==> config.mk <==
export PLATFORM = sky130hd
export DESIGN_NAME = alu_issue_ctrl
export DESIGN_NICKNAME = d
export VERILOG_FILES = /design/src/rtl/alu_pkg.sv /design/src/rtl/alu_ctl_decode.sv /design/src/rtl/alu_issue_ctrl.sv
export SDC_FILE = /design/constraint.sdc
export NUM_CORES = 1
export LEC_CHECK = 0
export CAP_MARGIN = 20
export CORE_AREA = 2 2 172 174
export DETAILED_ROUTE_END_ITERATION = 6
export DIE_AREA = 0 0 174 176
export GPL_ROUTABILITY_DRIVEN = 0
export PLACE_DENSITY = 0.67
export SYNTH_ARGS = -nofsm -noshare
export SYNTH_HDL_FRONTEND = slang
export SYNTH_HIERARCHICAL = 1
export SYNTH_SLANG_ARGS = --single-unit
==> constraint.sdc <==
create_clock -name clk -period 23.4 [get_ports clk]
set_input_delay 3.51 -clock clk [delete_from_list [all_inputs] [get_ports clk]]
set_output_delay 3.51 -clock clk [all_outputs]
set_load 0.01 [all_outputs]
==> src/rtl/alu_pkg.sv <==
// Shared ALU encodings: aluop values, main-decoder ctl codes and the funct3 values
// the execute stage understands.
package alu_pkg;

  localparam int XLEN  = 64;
  localparam int RD_W  = 5;
  localparam int CNT_W = 32;

  localparam logic [3:0] ALUOP_AND = 4'b0000;
  localparam logic [3:0] ALUOP_OR  = 4'b0001;
  localparam logic [3:0] ALUOP_ADD = 4'b0010;
  localparam logic [3:0] ALUOP_SUB = 4'b0110;
  localparam logic [3:0] ALUOP_ILL = 4'b1111;

  localparam logic [1:0] ALU_CTL_ADD   = 2'b00;
  localparam logic [1:0] ALU_CTL_SUB   = 2'b01;
  localparam logic [1:0] ALU_CTL_RTYPE = 2'b10;
  localparam logic [1:0] ALU_CTL_ILL   = 2'b11;

  localparam logic [2:0] FUNCT3_ADDSUB = 3'b000;
  localparam logic [2:0] FUNCT3_OR     = 3'b110;
  localparam logic [2:0] FUNCT3_AND    = 3'b111;

endpackage

==> src/rtl/alu_ctl_decode.sv <==
// Combinational ALU-control decode: main-decoder ctl plus funct fields -> aluop.
// Anything not recognised maps to ALUOP_ILL with illegal raised.
module alu_ctl_decode
  import alu_pkg::*;
(
  input  logic [1:0] ctl,
  input  logic [2:0] funct3,
  input  logic       funct7b5,
  output logic [3:0] aluop,
  output logic       illegal
);

  always_comb begin
    // NOTE: defaults first so every path assigns both outputs; a missed branch would infer a latch.
    aluop   = ALUOP_ILL;
    illegal = 1'b1;
    case (ctl)
      ALU_CTL_ADD: begin
        aluop   = ALUOP_ADD;
        illegal = 1'b0;
      end
      ALU_CTL_SUB: begin
        aluop   = ALUOP_SUB;
        illegal = 1'b0;
      end
      ALU_CTL_RTYPE: begin
        case (funct3)
          FUNCT3_AND: begin
            aluop   = ALUOP_AND;
            illegal = 1'b0;
          end
          FUNCT3_OR: begin
            aluop   = ALUOP_OR;
            illegal = 1'b0;
          end
          FUNCT3_ADDSUB: begin
            aluop   = funct7b5 ? ALUOP_SUB : ALUOP_ADD;
            illegal = 1'b0;
          end
          default: ;
        endcase
      end
      default: ;
    endcase
  end

endmodule

==> src/rtl/alu_issue_ctrl.sv <==
// Execute-stage front end: S1 holds the issued op and drives the external ALU,
// S2 captures its result for writeback. Valid/ready on both sides, sync flush.
module alu_issue_ctrl
  import alu_pkg::*;
#(
  parameter int XLEN_P  = XLEN,
  parameter int RD_W_P  = RD_W,
  parameter int CNT_W_P = CNT_W
) (
  input  logic               clk,
  input  logic               rst,
  input  logic               flush,
  input  logic               in_valid,
  output logic               in_ready,
  input  logic [1:0]         in_ctl,
  input  logic [2:0]         in_funct3,
  input  logic               in_funct7b5,
  input  logic [XLEN_P-1:0]  in_op1,
  input  logic [XLEN_P-1:0]  in_op2,
  input  logic [RD_W_P-1:0]  in_rd,
  input  logic               in_branch,
  output logic [XLEN_P-1:0]  alu_op1,
  output logic [XLEN_P-1:0]  alu_op2,
  output logic [3:0]         alu_aluop,
  input  logic [XLEN_P-1:0]  alu_result,
  input  logic               alu_zero,
  output logic               out_valid,
  input  logic               out_ready,
  output logic [XLEN_P-1:0]  out_result,
  output logic [RD_W_P-1:0]  out_rd,
  output logic               out_taken,
  output logic               out_illegal,
  output logic [CNT_W_P-1:0] retired_cnt
);

  logic [3:0] dec_aluop;
  logic       dec_illegal;

  alu_ctl_decode u_dec (
    .ctl      (in_ctl),
    .funct3   (in_funct3),
    .funct7b5 (in_funct7b5),
    .aluop    (dec_aluop),
    .illegal  (dec_illegal)
  );

  logic               s1_valid_q,   s1_valid_d;
  logic [XLEN_P-1:0]  s1_op1_q,     s1_op1_d;
  logic [XLEN_P-1:0]  s1_op2_q,     s1_op2_d;
  logic [3:0]         s1_aluop_q,   s1_aluop_d;
  logic [RD_W_P-1:0]  s1_rd_q,      s1_rd_d;
  logic               s1_branch_q,  s1_branch_d;
  logic               s1_illegal_q, s1_illegal_d;

  logic               s2_valid_q,   s2_valid_d;
  logic [XLEN_P-1:0]  s2_result_q,  s2_result_d;
  logic [RD_W_P-1:0]  s2_rd_q,      s2_rd_d;
  logic               s2_taken_q,   s2_taken_d;
  logic               s2_illegal_q, s2_illegal_d;

  logic [CNT_W_P-1:0] retired_cnt_q, retired_cnt_d;

  logic s2_adv, s1_adv, accept, s1_move, out_hs;

  assign s2_adv   = !s2_valid_q || out_ready;
  assign s1_adv   = !s1_valid_q || s2_adv;
  assign accept   = in_valid && s1_adv;
  assign s1_move  = s1_valid_q && s2_adv;
  assign out_hs   = s2_valid_q && out_ready;

  always_comb begin
    s1_valid_d    = s1_valid_q;
    s1_op1_d      = s1_op1_q;
    s1_op2_d      = s1_op2_q;
    s1_aluop_d    = s1_aluop_q;
    s1_rd_d       = s1_rd_q;
    s1_branch_d   = s1_branch_q;
    s1_illegal_d  = s1_illegal_q;
    s2_valid_d    = s2_valid_q;
    s2_result_d   = s2_result_q;
    s2_rd_d       = s2_rd_q;
    s2_taken_d    = s2_taken_q;
    s2_illegal_d  = s2_illegal_q;
    retired_cnt_d = retired_cnt_q;

    if (accept) begin
      s1_valid_d   = 1'b1;
      s1_op1_d     = in_op1;
      s1_op2_d     = in_op2;
      s1_aluop_d   = dec_aluop;
      s1_rd_d      = in_rd;
      s1_branch_d  = in_branch;
      s1_illegal_d = dec_illegal;
    end else if (s1_move) begin
      s1_valid_d   = 1'b0;
    end

    if (s1_move) begin
      s2_valid_d   = 1'b1;
      s2_result_d  = alu_result;
      s2_rd_d      = s1_rd_q;
      s2_taken_d   = s1_branch_q && alu_zero;
      s2_illegal_d = s1_illegal_q;
    end else if (out_hs) begin
      s2_valid_d   = 1'b0;
    end

    // Flush only clears the valids; stale data is never observed without a valid.
    if (flush) begin
      s1_valid_d = 1'b0;
      s2_valid_d = 1'b0;
    end

    if (out_hs && (retired_cnt_q != '1)) begin
      retired_cnt_d = retired_cnt_q + 1'b1;
    end
  end

  always_ff @(posedge clk or posedge rst) begin
    if (rst) begin
      s1_valid_q    <= 1'b0;
      s1_op1_q      <= '0;
      s1_op2_q      <= '0;
      s1_aluop_q    <= '0;
      s1_rd_q       <= '0;
      s1_branch_q   <= 1'b0;
      s1_illegal_q  <= 1'b0;
      s2_valid_q    <= 1'b0;
      s2_result_q   <= '0;
      s2_rd_q       <= '0;
      s2_taken_q    <= 1'b0;
      s2_illegal_q  <= 1'b0;
      retired_cnt_q <= '0;
    end else begin
      // NOTE: non-blocking so every flop samples pre-edge values, independent of statement order.
      s1_valid_q    <= s1_valid_d;
      s1_op1_q      <= s1_op1_d;
      s1_op2_q      <= s1_op2_d;
      s1_aluop_q    <= s1_aluop_d;
      s1_rd_q       <= s1_rd_d;
      s1_branch_q   <= s1_branch_d;
      s1_illegal_q  <= s1_illegal_d;
      s2_valid_q    <= s2_valid_d;
      s2_result_q   <= s2_result_d;
      s2_rd_q       <= s2_rd_d;
      s2_taken_q    <= s2_taken_d;
      s2_illegal_q  <= s2_illegal_d;
      retired_cnt_q <= retired_cnt_d;
    end
  end

  assign in_ready    = s1_adv;
  assign alu_op1     = s1_op1_q;
  assign alu_op2     = s1_op2_q;
  assign alu_aluop   = s1_aluop_q;
  assign out_valid   = s2_valid_q;
  assign out_result  = s2_result_q;
  assign out_rd      = s2_rd_q;
  assign out_taken   = s2_taken_q;
  assign out_illegal = s2_illegal_q;
  assign retired_cnt = retired_cnt_q;

endmodule

[After elaboration in Yosys (flattened, before gate mapping)]
Index checks and enable logic that the tools add are counted.
Storage, ports and cells
  bits in registers: 244
  input bits: 210
  word-level logic and storage cells: 45
Operators by class
  add/subtract/negate cells: 1
  equality and inequality tests: 5
  mux-type cells: 11
  reductions and logical operators: 15
Operators by type and width (number)
  adder 32 x 1 -> 32 bit, second input constant: 1
  inequality test 32 bit, second input constant: 1
  one-hot mux 4 bit (3 select lines): 2
  two-way mux 1 bit: 7
  equality test 3 bit, second input constant: 2
  nonzero test 3 bit: 2
  logical AND 1 bit: 5
  logical NOT 3 bit: 1
  two-way mux 3 bit: 1
  OR reduction 3 bit: 1
  equality test 2 x 1 -> 1 bit, second input constant: 1
  equality test 2 bit, second input constant: 1
  logical NOT 1 bit: 2
  logical NOT 2 bit: 1
  logical OR 1 bit: 2
  one-hot mux 1 bit (2 select lines): 1
  OR reduction 2 bit: 1

[Logic depth before layout (Yosys ltp)]
  depth after elaboration: 6
  depth in mapped cells: 7
  depth with buffers taken out: 6

[Hierarchy]
The synthesis kept the hierarchy.
Modules (own cells, without submodules)
  alu_issue_ctrl: times used 1, cells each 606, area an instance 9476.6 um^2, seq. area each 6105.9 um^2
  alu_ctl_decode: times used 1, cells each 10, area an instance 76.3 um^2, seq. area each 0.0 um^2

[Least setup slack after synthesis]
OpenSTA, ideal clock, no wires.
  path kind: input -> output
  start: input port out_ready
  end: output port in_ready
  data arrival time: 3811 ps
  setup slack: 16079 ps
  stages: 2
  buffers on the path: 0
  path through: nor2b_1 -> nand2_1
Between the ends
  word-level cells in the longest chain between the ends: 2
RTL lines
  from (decl): line alu_issue_ctrl.sv:28  | input logic out_ready,
  logical OR 1 bit: line alu_issue_ctrl.sv:65  | assign s2_adv = !s2_valid_q || out_ready;
  logical OR 1 bit: line alu_issue_ctrl.sv:66  | assign s1_adv = !s1_valid_q || s2_adv;
  to (decl): line alu_issue_ctrl.sv:14  | output logic in_ready,
No other way between the ends.

[Final worst setup path]
Same ends and word-level chain as after synthesis.

==> metrics.cfg <==
[run_status]
outcome=completed

[logic_synthesis]
synth_area_per_cell_um2=15.5
ys_seq_area_share_pct=63.9
syn_area_um2=9550
synth_top_area_share_pct=63.9
synthTopCellsByArea=dfrtp_1 (64%), mux2_2 (25%), xnor2_1 (2.0%)
synth_top_cell_by_area=dfrtp_1
ys_top_cells_by_count=dfrtp_1 (244), mux2_2 (210), buf_2 (22), xnor2_1 (22), nand2_1 (20)
synth_edf_count=0
synth.most_common_cell=dfrtp_1
syn_nets=827
ys_ff_latch=244
synthDistinctLibCells=42
post_synth_inst_count=616
synth-async-reset-ratio_pct=100
synth_warnings=6
synth-main-ff-cell=dfrtp_1

[setup_path]
cp_num_buf_inv=2
critPathKind=in -> out
path_depth=4
worst_setup_path_start_kind=input pin
crit_arrival_ns=4.92
crit_path_cell_trace=clkdlybuf4s50_1 > nor2b_1 > nand2_1 > clkdlybuf4s50_1
path_max_fanout=4
cp_common_cell=clkdlybuf4s50_1
slowest_delay_ns=0.51
path_delay_family=buffers and inverters
r2r-end=alu_op1[8]
required_ns=19.89
worst_path_max_delay_cell=clkdlybuf4s50_1
worstSetupEndpointType=output pin
r2r-start=out_valid
crit_start=out_ready
r2r_slack_ns=20.33
reg2reg_depth=5
cp-endpoint=in_ready

[clocking]
numClockSinks=244
cts_tree=built
post-cts-setup-buffers=0
insertion_delay_ns=0.53
holdBufCountCts=0
cts-root-buf=clkbuf_16
clk_pin_slew_ns=0.06
cts_max_path_buffers=3
cts-buffers-inserted=28
cts_resized=0
htree_levels=1

[floorplanning]
die_x_um=174
die_y_um=176
core_um2=28500
die-area_um2=30600
pin_count=447
fp-row-count=62
start_util_pct=33.5

[power]
peakVddDrop_mv=0.0606
total_power_mw=1.17
power_switching_mw=0.290
seq_power_share_pct=42.8
power.share.clock_pct=36.4
pwr_density_cell_nw_per_um2=76.6
intPower_mw=0.884
sw_frac_of_total_pct=24.7
combPwrFrac_pct=20.9
p_leak_nw=6.23

[route]
drt_iter0_markers=297
routed_wl_mm=27.2
drtAntennaViolNets=0
viasPerCell=4.59
drc_errors=0
first_pass_iters=4
route.vias.total=6781
routedWlPerCell_um=18.4

[timing]
fmax_ghz=0.119
final-setup-viol-count=0
rsz0062_at_grt=no
worst_pin_slew_ns=0.980
fin_crit_ns=8.43
hold_viol=0
slew_viol_final=0
fin_crit_sh_pct=36.0
tns_ns=0
clock_skew_ns=0.0111
relSlewSlack_pct=34.7

[grt]
gr-total-overflow=0
grt_max_degree=122
antenna_found_initial=2
grt_pass1_vias=7294
grt_pass1_wl_mm=42.1
grt_usage_pct=17.4

[layout]
post-route-util_pct=53.7
nets=1283
drive_gt1_share_pct=25.2
final_area_um2=15300
syn2layout_area_growth_pct=60.5

[placement]
hpwl_mm=19.9
place_area_um2=14400
port_buffers=446

[flow_run]
maxCapViolCount=0

[worst_hold_path]
hold_path.class=reg -> reg

area by class of cell:
class	instances	area, um^2
inverter	1	11.3
clock buffer	39	823
fill	2514	13200
timing repair buffer	450	4490
multi-input combinational	347	3330
antenna	2	5.00
clock inverter	10	83.8
sequential	244	6110
tap	384	480
layout by cell type, fill, tap and decap left out, types with 2 or more instances in the layout:
cell type | netlist | layout
a21oi_1 | 2 | 2
a31o_2 | 2 | 2
a31oi_1 | 2 | 2
and2_1 | 3 | 3
and3_1 | 4 | 4
buf_4 | 0 | 4
clkbuf_1 | 1 | 4
clkbuf_16 | 0 | 29
clkbuf_8 | 0 | 6
clkdlybuf4s50_1 | 0 | 446
clkinv_2 | 0 | 7
dfrtp_1 | 244 | 244
diode_2 | 0 | 2
inv_8 | 0 | 2
mux2_2 | 210 | 210
nand2_1 | 20 | 19
nand3_1 | 15 | 15
nand4_1 | 14 | 14
nand4b_1 | 2 | 2
nor2_1 | 10 | 10
nor3_1 | 6 | 6
nor3_2 | 2 | 2
nor3b_1 | 2 | 2
or3_1 | 3 | 3
xnor2_1 | 22 | 22
xor2_1 | 7 | 7
worst reg2reg max path: stages, from the launching register on:
cell and delay (ns):
dfrtp_1 0.39, nor2b_1 0.32, nand2_1 0.18, nand2_4 0.67, buf_4 0.92, mux2_2 0.47
metrics by stage:
step           std cells  hold slack (ns)  setup slack (ns)
2_1_floorplan        616            0.475             13.19
3_3_place_gp        1426            0.464             15.00
3_5_place_dp        1426            0.480             14.99
4_1_cts             1475            0.493             14.98
5_1_grt             1477            0.510             14.88
6_report            1477            0.488             14.97
state kept, by name, indices dropped and copies added (netlist names), 4 cells and up:
register     count
out_result      64
out_rd           5
alu_op1         64
s1_rd_q          5
alu_op2         64
alu_aluop        4
retired_cnt     32
worst min-delay path by stage:
stage / start / cells after the start / endpoint / slack [ns]
after floorplan: s1_illegal_q / 1 / out_illegal / 0.47
after global placement: out_taken / 2 / out_taken / 0.46
after detailed placement: out_taken / 2 / out_taken / 0.48
after CTS: out_taken / 2 / out_taken / 0.49
after global routing: alu_op1[12] / 1 / alu_op1[12] / 0.51
final: out_taken / 2 / out_taken / 0.49
layer usage:
layer  wire length [um]  track usage (%)
met3               1960             4.97
met1              10400             20.3
met2              14000             30.5
met5                  0                0
met4                884             6.34
power by group through the flow:
stage,clock network (mW),logic [mW],registers [mW]
6_report,0.427,0.245,0.502
5_1_grt,0.461,0.260,0.509
4_1_cts,0.442,0.249,0.503
3_5_place_dp,0,0.248,0.509
3_3_place_gp,0,0.247,0.507
2_1_floorplan,0,0.0670,0.530
kinds of logic (layout without fill, tap and decap cells):
| family | Yosys count | after routing | synth area share [%] |
|---|---|---|---|
| flops | 244 | 244 | 63.9 |
| mux | 210 | 210 | 24.8 |
| simple gates | 95 | 95 | 5.87 |
| xor+xnor | 29 | 29 | 2.66 |
| buf+inv | 25 | 500 | 1.35 |
| compound gates | 12 | 12 | 1.32 |
| fa+ha+maj | 1 | 1 | 0.131 |
| other cells | 0 | 2 | 0 |
Note: power is estimated with default switching activity, not from simulation.
